$ cat src/rtl/ws281x_frame_ctrl.sv
// WS281x frame sequencer: fetches pixel words, serialises them MSB-first, then latches.
// Define WS281X_RGBW_EN for 32-bit GRBW pixels; default is 24-bit GRB.
module ws281x_frame_ctrl #(
`ifdef WS281X_RGBW_EN
  localparam int PIX_W = 32
`else
  localparam int PIX_W = 24
`endif
) (
  input  logic             clk_in,
  input  logic             rst_n_in,
  input  logic             frame_start_in,
  input  logic [7:0]       pixel_num_in,
  input  logic [15:0]      rst_cnt_in,
  output logic             pixel_req_out,
  input  logic             pixel_rdy_in,
  input  logic [PIX_W-1:0] pixel_data_in,
  output logic             bit_rdy_out,
  output logic             bit_data_out,
  input  logic             bit_done_in,
  output logic             busy_out,
  output logic             frame_done_out
);

  localparam int BW = $clog2(PIX_W);

  typedef enum logic [2:0] {
    IDLE,
    REQ,
    WAIT_PIX,
    SEND,
    WAIT_BIT,
    LATCH
  } state_t;

  state_t           state;
  logic [7:0]       pix_cnt;
  logic [BW-1:0]    bit_cnt;
  logic [15:0]      lat_cnt;
  logic [15:0]      rst_cnt;
  logic [PIX_W-1:0] shift;
  logic [15:0]      start_lat;
  logic [15:0]      end_lat;

  // A zero latch request still costs one cycle so frame_done has a slot.
  assign start_lat = (rst_cnt_in == 16'd0) ? 16'd1 : rst_cnt_in;
  assign end_lat   = (rst_cnt == 16'd0) ? 16'd1 : rst_cnt;

  always_ff @(posedge clk_in or negedge rst_n_in) begin
    if (!rst_n_in) begin
      state          <= IDLE;
      pix_cnt        <= '0;
      bit_cnt        <= '0;
      lat_cnt        <= '0;
      rst_cnt        <= '0;
      shift          <= '0;
      pixel_req_out  <= 1'b0;
      bit_rdy_out    <= 1'b0;
      bit_data_out   <= 1'b0;
      busy_out       <= 1'b0;
      frame_done_out <= 1'b0;
    end else begin
      pixel_req_out  <= 1'b0;
      bit_rdy_out    <= 1'b0;
      frame_done_out <= 1'b0;
      unique case (state)
        IDLE: begin
          if (frame_start_in) begin
            pix_cnt  <= pixel_num_in;
            rst_cnt  <= rst_cnt_in;
            busy_out <= 1'b1;
            if (pixel_num_in != 8'd0) begin
              pixel_req_out <= 1'b1;
              state         <= REQ;
            end else begin
              lat_cnt        <= start_lat;
              bit_data_out   <= 1'b0;
              frame_done_out <= (start_lat == 16'd1);
              state          <= LATCH;
            end
          end
        end
        REQ: state <= WAIT_PIX;
        WAIT_PIX: begin
          if (pixel_rdy_in) begin
            shift        <= pixel_data_in;
            bit_cnt      <= BW'(PIX_W - 1);
            bit_data_out <= pixel_data_in[PIX_W-1];
            bit_rdy_out  <= 1'b1;
            state        <= SEND;
          end
        end
        SEND: state <= WAIT_BIT;
        WAIT_BIT: begin
          if (bit_done_in) begin
            if (bit_cnt != '0) begin
              shift        <= shift << 1;
              bit_cnt      <= bit_cnt - 1'b1;
              bit_data_out <= shift[PIX_W-2];
              bit_rdy_out  <= 1'b1;
              state        <= SEND;
            end else if (pix_cnt != 8'd1) begin
              pix_cnt       <= pix_cnt - 8'd1;
              pixel_req_out <= 1'b1;
              state         <= REQ;
            end else begin
              lat_cnt        <= end_lat;
              bit_data_out   <= 1'b0;
              frame_done_out <= (end_lat == 16'd1);
              state          <= LATCH;
            end
          end
        end
        LATCH: begin
          if (lat_cnt <= 16'd1) begin
            busy_out <= 1'b0;
            state    <= IDLE;
          end else begin
            lat_cnt        <= lat_cnt - 16'd1;
            frame_done_out <= (lat_cnt == 16'd2);
          end
        end
        default: state <= IDLE;
      endcase
    end
  end

endmodule

$ cat config.mk
export PLATFORM = sky130hd
export DESIGN_NAME = ws281x_frame_ctrl
export DESIGN_NICKNAME = d
export VERILOG_FILES = /design/src/rtl/ws281x_frame_ctrl.sv
export SDC_FILE = /design/constraint.sdc
export NUM_CORES = 1
export LEC_CHECK = 0
export BUFFER_PORTS_ARGS = -buffer_cell sky130_fd_sc_hd__buf_2
export CORE_MARGIN = 3
export CORE_UTILIZATION = 62
export DETAILED_ROUTE_END_ITERATION = 7
export PLACE_DENSITY = 0.95
export REMOVE_ABC_BUFFERS = 1
export SYNTH_ARGS = -nofsm -noshare
export SYNTH_HDL_FRONTEND = slang
export SYNTH_SLANG_ARGS = --single-unit
$ cat constraint.sdc
create_clock -name clk_in -period 4.2 [get_ports clk_in]
set_input_delay 0.63 -clock clk_in [delete_from_list [all_inputs] [get_ports clk_in]]
set_output_delay 0.63 -clock clk_in [all_outputs]
set_load 0.01 [all_outputs]
; Yosys cells after proc, flatten, opt, wreduce, memory -nomap -nowiden
; Index checks and enable logic that the tools add are counted.
; Widths: inputs -> output; s select.
[op_classes]
add_sub_neg = 3
order_cmp = 1
eq_ne = 20
mux = 57
n_reduce_logical = 17
[ops]
columns = cell, n
row1 = $mux 16, 8
row2 = $mux 23, 3
row3 = $pmux 16 s3, 1
row4 = $pmux 23 s2, 1
row5 = $eq 16x1->1 const B, 2
row6 = $logic_not 16->1, 2
row7 = $mux 8, 4
row8 = $mux 1, 22
row9 = $mux 3, 7
row10 = $ne 2x2->1 const B, 10
row11 = $pmux 3 s6, 1
row12 = $eq 16x2->1 const B, 1
row13 = $le 16x1->1 const B, 1
row14 = $pmux 8 s2, 1
row15 = $sub 16x1->16 const B, 1
row16 = $mux 5, 3
row17 = $pmux 5 s2, 1
row18 = $ne 8x1->1 const B, 1
row19 = $reduce_and 4->1, 2
row20 = $reduce_bool 8->1, 1
row21 = $sub 8x1->8 const B, 1
row22 = $reduce_and 7->1, 1
row23 = $eq 3x2->1 const B, 2
row24 = $eq 3x3->1 const B, 2
row25 = other kinds (13), 19
[totals]
register_bits = 76
in_bits = 53
out_inout_bits = 5
wordCells = 109

; Longest topological paths before layout
; Gate-level depths: netlist of run 1.
[logic_depth]
depth_word = 7
mapped_depth = 9
depth_no_buf = 7

; Least setup slack after synthesis of run 1
; No wires, ideal clock.
[synth_path]
kind = input -> register
startpoint = input port pixel_num_in[4]
endpoint = register lat_cnt[0]
setup_ns = 0.125
arrival_time_ns = 2.259
t_required_ns = 4.075
slack_ns = 1.817
stages = 5
path_buffers = 0
path_cell_list = or4_1 -> o311ai_2 -> nand3_2 -> nor2_1 -> mux2_2
[synth_via]
elab_chain_len = 3
[synth_lines]
columns = element, line
row1 = start: declaration, 13  ; input logic [7:0] pixel_num_in,
row2 = $reduce_bool 8->1, 72  ; if (pixel_num_in != 8'd0) begin
row3 = $ne 2x2->1 (no source line), -
row4 = $reduce_and 7->1 (no source line), -
row5 = end signal: assignment, 76  ; lat_cnt <= start_lat;
row6 = end signal: assignment, 107  ; lat_cnt <= end_lat;
row7 = end signal: assignment, 119  ; lat_cnt <= lat_cnt - 16'd1;
row8 = end: declaration, 39  ; logic [15:0] lat_cnt;
; No other way between the ends.
; A chain may end at the register's enable or synchronous reset.

; Worst setup path in the final report of run 1
[layout_path]
startpoint = register lat_cnt[6]
endpoint = register lat_cnt[0]
[layout_via]
elab_chain_len = 3
[layout_lines]
columns = element, line
row1 = $le 16x1->1, 115  ; if (lat_cnt <= 16'd1) begin
row2 = $ne 2x2->1 (no source line), -
row3 = $reduce_and 7->1 (no source line), -
; No other way between the ends.

==> summary.md, run 1 <==
| Metric | Value |
|---|---|
| Initial Util | 0.6536 |
| Die height | between 80 and 90 µm |
| Most common library cell in the layout ignoring fill and taps | dfrtp_1 |
| Clock Tree Root | clkbuf_8 |
| Slew margin rel. | 0.3550 |
| Tot GR Track Use | 0.2837 |
| NumNets Final | between 500 and 600 |
| Register area share after synthesis | 0.4480 |
| P&R area growth vs syn | 11.70% |
| # hold bufs at CTS | 0 |
| Leakage | 0.001999 µW |
| Area of the multi-input gates | approximately 2200 µm² |
| Area leader, netlist | dfrtp_1 |
| Final setup fails | 0 |
| # DRC | 0 |
| WL/cell | around 18 µm |
| Die ar. | 7877 µm² |
| Max VDD drop | approximately 0.00036 V |
| Synth cell types | 56 |
| CP Launch Type | flop |
| Fin crit period | around 2.8 ns |
| Worst Max-Slew Pin Slew | between 0.9 and 1 ns |
| Seq cells post-synth | 76 |
| Crit path capture type | flop |
| First drt pass iteration count | 7 |
| P per Cell Area | about 660 nW/µm² |
| Overflow left after global routing | 0 |
| Worst-skew pair later-pin latency | 0.36 ns |
| Ys async rst share | 1.000 |
| Most frequent cells in the layout | 76 x dfrtp_1, 56 x buf_2, 50 x o21ai_0, 42 x nand2_1, 26 x nor2_1 |
| Synth area leaders | dfrtp_1 45%, mux2i_1 5.9%, o21ai_0 5.9% |
| ANT cells | 0 |
| Final hold viol count | 0 |
| Boundary Pins | slightly below 60 |
| Post-synthesis average cell area | between 9 and 10 µm² |
| Detail Placement HPWL | about 7300 µm |
| Worst hold path type | input port to async pin |
| Clock skew | approximately 0.011 ns |
| Antenna viol nets, final | 0 |
| Fillers | approximately 450 |
| Peak fanout along the critical path | 13 |
| Initial antenna violation count | 0 |
| Die width | 88.75 µm |
| Vias/cell | between 6 and 7 |
| CTS resizes | 0 |
| Status | finished, final reports clean |
| Crit Path Class | flop to flop |
| Setup TNS | 0 ns |
| Achievable Freq | 0.3587 GHz |
| Routed via count | between 3000 and 4000 |
| Final wirelength | between 10000 and 15000 µm |
| Synth Cell Area | around 4200 µm² |
| Placer Congestion | approximately 0.93 |
| Max-slew violation count | 0 |
| Vias in the first global route | approximately 3700 |
| CTS tree | built |
| Row cnt | 29 |
| Post-CTS setup buffer count | 0 |
| Layout cells sized above 1 | 0.2036 |
| Yosys top cell area share | 0.4480 |
| CTS clk-pin slew, worst paths | approximately 0.080 ns |
| Clk buf depth | 2 |
| RSZ-0062 raised after global routing | no |
| Number of DRC violations after detailed-routing iteration 0 | about 600 |
| Main flop type after synthesis | dfrtp_1 |
| Worst hold slack | 0.4216 ns |
| First-pass GRT wire length | about 17000 µm |
| Post-synth EDFFs | 0 |
| Num Clock Sinks | 76 |
| Core box area | approximately 6500 µm² |
| Num CTS Buffers | 9 |
| MaxCap Viol Count | 0 |
| Crit path required time | 4.44 ns |
| IO Port Bufs | 57 |
| Fin crit share | 0.6638 |
| Largest net degree at the start of global routing | 77 |
| Tot Pwr | 3115 µW |
| FF/Latch Area | between 1500 and 2000 µm² |
| Ys Warns | 0 |
| H-tree depth | 3 |
| CP Data Arrival Time | about 3 ns |
| Mapped Cells | about 450 |
-- power breakdown --
group / switching [µW] / internal (µW) / leakage, µW
combinational: 723 / 522 / 0.000975
clock: 267 / 264 / 0.0000998
sequential: 281 / 1060 / 0.000924
-- metrics by stage --
step                      cells  utilization  worst slack [ns]  instance area, µm²
final                       578       0.7301             1.412                4742
after detailed placement    562       0.7012             1.312                4554
after floorplan             423            -            -1.005                4128
after global placement      562       0.7012             1.390                4554
after global routing        578       0.7301             1.201                4742
after CTS                   578       0.7301             1.458                4742
-- synth_stat cells, types with 2 or more instances --
library cell and instances:
a21oi_1 25, a22o_1 4, inv_1 12, nand2_1 42, ha_1 6, o22ai_1 3
nand4b_1 2, o21bai_1 3, and2_1 3, nand2b_1 8, nor2_1 26, buf_2 4
dfrtp_1 76, clkbuf_1 22, o41ai_1 3, o21ai_0 50, o211ai_1 3, mux2i_1 25
or3_1 5, a31oi_1 3, o31ai_1 15, nand3b_1 2, nand4_1 2, o21a_1 3
nor3_1 15, nor2b_1 5, o31a_1 3, mux2_2 17, a22oi_1 2, nand3_1 12
and3_1 3, or4_1 3, nor4_1 10, a32oi_1 2, nor3b_1 7, xnor2_1 2
a211oi_1 4
-- cells by family after synthesis --
group | share of synthesized area
buf+inv | 0.03831
flops | 0.4480
compound gates | 0.1966
simple gates | 0.1913
xor+xnor | 0.004127
fa+ha+maj | 0.01768
mux | 0.1040
-- critical path, stage by stage, from the launching register on --
cell and delay (ns):
dfrtp_1 0.45, nor3_1 0.63, o211ai_1 0.29, nor3_2 0.67, nor2_1 0.28, mux2_2 0.34
-- final timing paths --
check | from | endpoint | slack (ns) | cells past startpoint
max in group asynchronous | rst_n_in | state[0] | 3.16 | 1
max reg2reg | lat_cnt[6] | lat_cnt[0] | 1.41 | 5
min in group clk_in | pixel_data_in[0] | shift[0] | 0.47 | 3
min | rst_n_in | rst_cnt[2] | 0.42 | 1
min reg2reg | shift[16] | shift[16] | 0.49 | 2
max | lat_cnt[6] | lat_cnt[0] | 1.41 | 5
-- flip-flops by register name (all words and copies together) (netlist names) --
name / cells
bit_cnt: 5
bit_data_out: 1
bit_rdy_out: 1
busy_out: 1
frame_done_out: 1
lat_cnt: 16
pix_cnt: 8
pixel_req_out: 1
rst_cnt: 16
shift: 23
state: 3
-- cell type report --
cell class,count,share of cell area
Multi-Input combinational cell,335,0.4610
Sequential cell,76,0.4011
Timing Repair Buffer,62,0.06860
Clock buffer,13,0.03562
Tap cell,77,0.02032
Inverter,12,0.009499
Clock inverter,3,0.003958
-- per-layer routing --
metal	vias to the layer above	track usage	part of all wire
met2	222	0.4440	0.48
met3	48	0.06797	0.086
met1	1810	0.3660	0.40
li1	1759	-	-
met4	0	0.1497	0.040
met5	-	0	0
(Power assumes the default switching activity.)
==> inputs of run 2 (changes only) <==
Settings changed: CORE_UTILIZATION 62 to 52, PLACE_DENSITY 0.95 to 0.86.
Clock period 4.2 ns to 2.46 ns, I/O delays scaled along.
==> run 2 against run 1 <==
Compared with the run above:
- sequential cell count did not move
- critical path type unchanged
- die area increased by 18%
- clock power up 70%
- combinational power increased by 80%
- first-iteration DRC count fell by 57%
- non-clock buffer count up 14
- sequential share of layout area is 1.2 points lower
- largest cell class unchanged
- highest routed layer unchanged
==> summary.md, run 2 (synthesis results as in run 1) <==
| Metric | Value |
|---|---|
| Leakage | approximately 0.002 µW |
| Antenna viol nets, final | 0 |
| Crit path capture type | flop |
| IO Port Bufs | 57 |
| Biggest register | shift |
| Crit Path Class | flop to flop |
| CP Launch Type | flop |
| Slew margin rel. | 0.5856 |
| MaxCap Viol Count | 0 |
| Tot Pwr | between 5000 and 6000 µW |
| Area after DPL | between 4000 and 5000 µm² |
| Fillers | 661 |
| Layout cells sized above 1 | 0.2291 |
| NumNets Final | 569 |
| Clock skew | 0.007393 ns |
| Fin area | 4887 µm² |
| Num Clock Sinks | 76 |
| Clock Tree Root | clkbuf_8 |
| Initial antenna violation count | 0 |
| Boundary Pins | 58 |
| Reg2Reg Depth | 7 |
| Fin crit period | approximately 2.3 ns |
| Worst hold path type | input port to async pin |
| Largest net degree at the start of global routing | 47 |
| Top sig layer | met4 |
| Final setup fails | 0 |
| Overflow left after global routing | 0 |
| Area of the multi-input gates | about 2200 µm² |
| Clk network pwr share | 0.166 |
| P per Cell Area | 1113 nW/µm² |
| Worst R2R Setup Slack | about 0.14 ns |
| Core box area | 7807 µm² |
| Final hold viol count | 0 |
| Clk buf depth | 2 |
| Initial Util | 0.5438 |
| RSZ-0062 raised after global routing | no |
| R2r startpoint | bit_cnt[0] |
| Met2 WL | between 5000 and 6000 µm |
| Placer Congestion | around 0.93 |
| Detail Placement HPWL | between 7000 and 8000 µm |
| Final wirelength | ~11000 µm |
| H-tree depth | 3 |
| Achievable Freq | 0.4309 GHz |
| CTS tree | built |
| Post-layout util | 0.6260 |
| P&R area growth vs syn | 15.12% |
| Reg power frac | 0.421 |
| First-pass GRT wire length | between 15000 and 20000 µm |
| Max-slew violation count | 0 |
| Routed wire length on met3 | around 530 µm |
| ANT cells | 0 |
| Logic gate share of total power | 0.413 |
| CP Data Arrival Time | ~2.6 ns |
| Worst-skew pair later-pin latency | ~0.36 ns |
| Most common library cell in the layout ignoring fill and taps | dfrtp_1 |
| Routed via count | around 3700 |
| Fin crit share | 0.9434 |
| Max reg flops | 23 |
| Die width | about 96 µm |
| FF/Latch Area | about 1900 µm² |
| RR Endpoint | lat_cnt[8] |
| Status | finished, final reports clean |
| Die ar. | between 9000 and 10000 µm² |
| Tot GR Track Use | 0.2416 |
| Largest registers | shift x23, lat_cnt x16, rst_cnt x16 |
| Die height | around 96 µm |
| # DRC | 0 |
| First drt pass iteration count | 5 |
| Sw Pwr | 2274 µW |
| Row cnt | 32 |
| Switch share | 0.4181 |
| CTS clk-pin slew, worst paths | roughly 0.09 ns |
| Most frequent cells in the layout | 76 x dfrtp_1, 56 x buf_2, 50 x o21ai_0, 42 x nand2_1, 26 x nor2_1 |
| Internal power component | 3164 µW |
| Vias in the first global route | about 3600 |
| Max VDD drop | 0.0005198 V |
| Worst Max-Slew Pin Slew | just over 0.6 ns |
| Number of DRC violations after detailed-routing iteration 0 | between 200 and 300 |
| Peak fanout along the critical path | 11 |
| Vias/cell | approximately 6 |
| WL/cell | between 15 and 20 µm |
| Crit path required time | 2.72 ns |
| Num CTS Buffers | 9 |
| Met1 WL | 4873 µm |
run 2: worst max-delay path, cell delays in order (launching register included):
cell and delay (ns):
dfrtp_1 0.38, inv_1 0.10, ha_1 0.17, or4b_4 0.52, o31ai_4 0.27, nand3_2 0.12, or2_1 0.37, o31ai_1 0.30
run 2: power by group through the flow:
stage	Clock, µW	Combinational, µW	Sequential [µW]
2_1_floorplan	0	1540	2210
3_3_place_gp	0	2130	2270
3_5_place_dp	0	2230	2300
4_1_cts	911	2230	2280
5_1_grt	971	2520	2370
6_report	901	2250	2290
run 2: per-layer routing:
| layer | track usage | vias to the layer above |
|---|---|---|
| li1 | - | 1781 |
| met1 | 0.3348 | 1835 |
| met2 | 0.3830 | 115 |
| met3 | 0.05160 | 16 |
| met4 | 0.06893 | 0 |
| met5 | 0 | - |
run 2: how the worst max path moves through the flow:
stage,end,startpoint,cells past startpoint
after floorplan,shift[10],state[0],5
after global placement,lat_cnt[13],pixel_num_in[4],7
after detailed placement,lat_cnt[8],bit_cnt[0],7
after CTS,lat_cnt[13],bit_cnt[0],8
after global routing,lat_cnt[8],bit_cnt[0],7
final,lat_cnt[8],bit_cnt[0],7
run 2: stage by stage:
stage | cells | TNS, ns | setup WS [ns] | hold WS [ns]
detailed placement | 601 | 0 | 0.1264 | 0.4288
CTS | 617 | 0 | 0.1330 | 0.04506
floorplan | 423 | -130.92 | -2.745 | 0.07341
global placement | 601 | 0 | 0.2074 | 0.4171
finish | 617 | 0 | 0.1392 | 0.01071
global route | 617 | 0 | 0.01243 | 0.05666
run 2: final cells by class:
type,count,share of cell area
Multi-Input combinational cell,335,0.4475
Sequential cell,76,0.3891
Timing Repair Buffer,76,0.09063
Tap cell,102,0.02611
Clock buffer,9,0.02535
Clock inverter,7,0.01203
Inverter,12,0.009217
run 2: what timing repair did:
| item | in CTS | in global routing |
|---|---|---|
| buffers inserted | 0 | 0 |
| endpoints found under the setup margin | 0 | 2 |
| gates resized for setup | 0 | 1 |
| hold buffers | 0 | 0 |
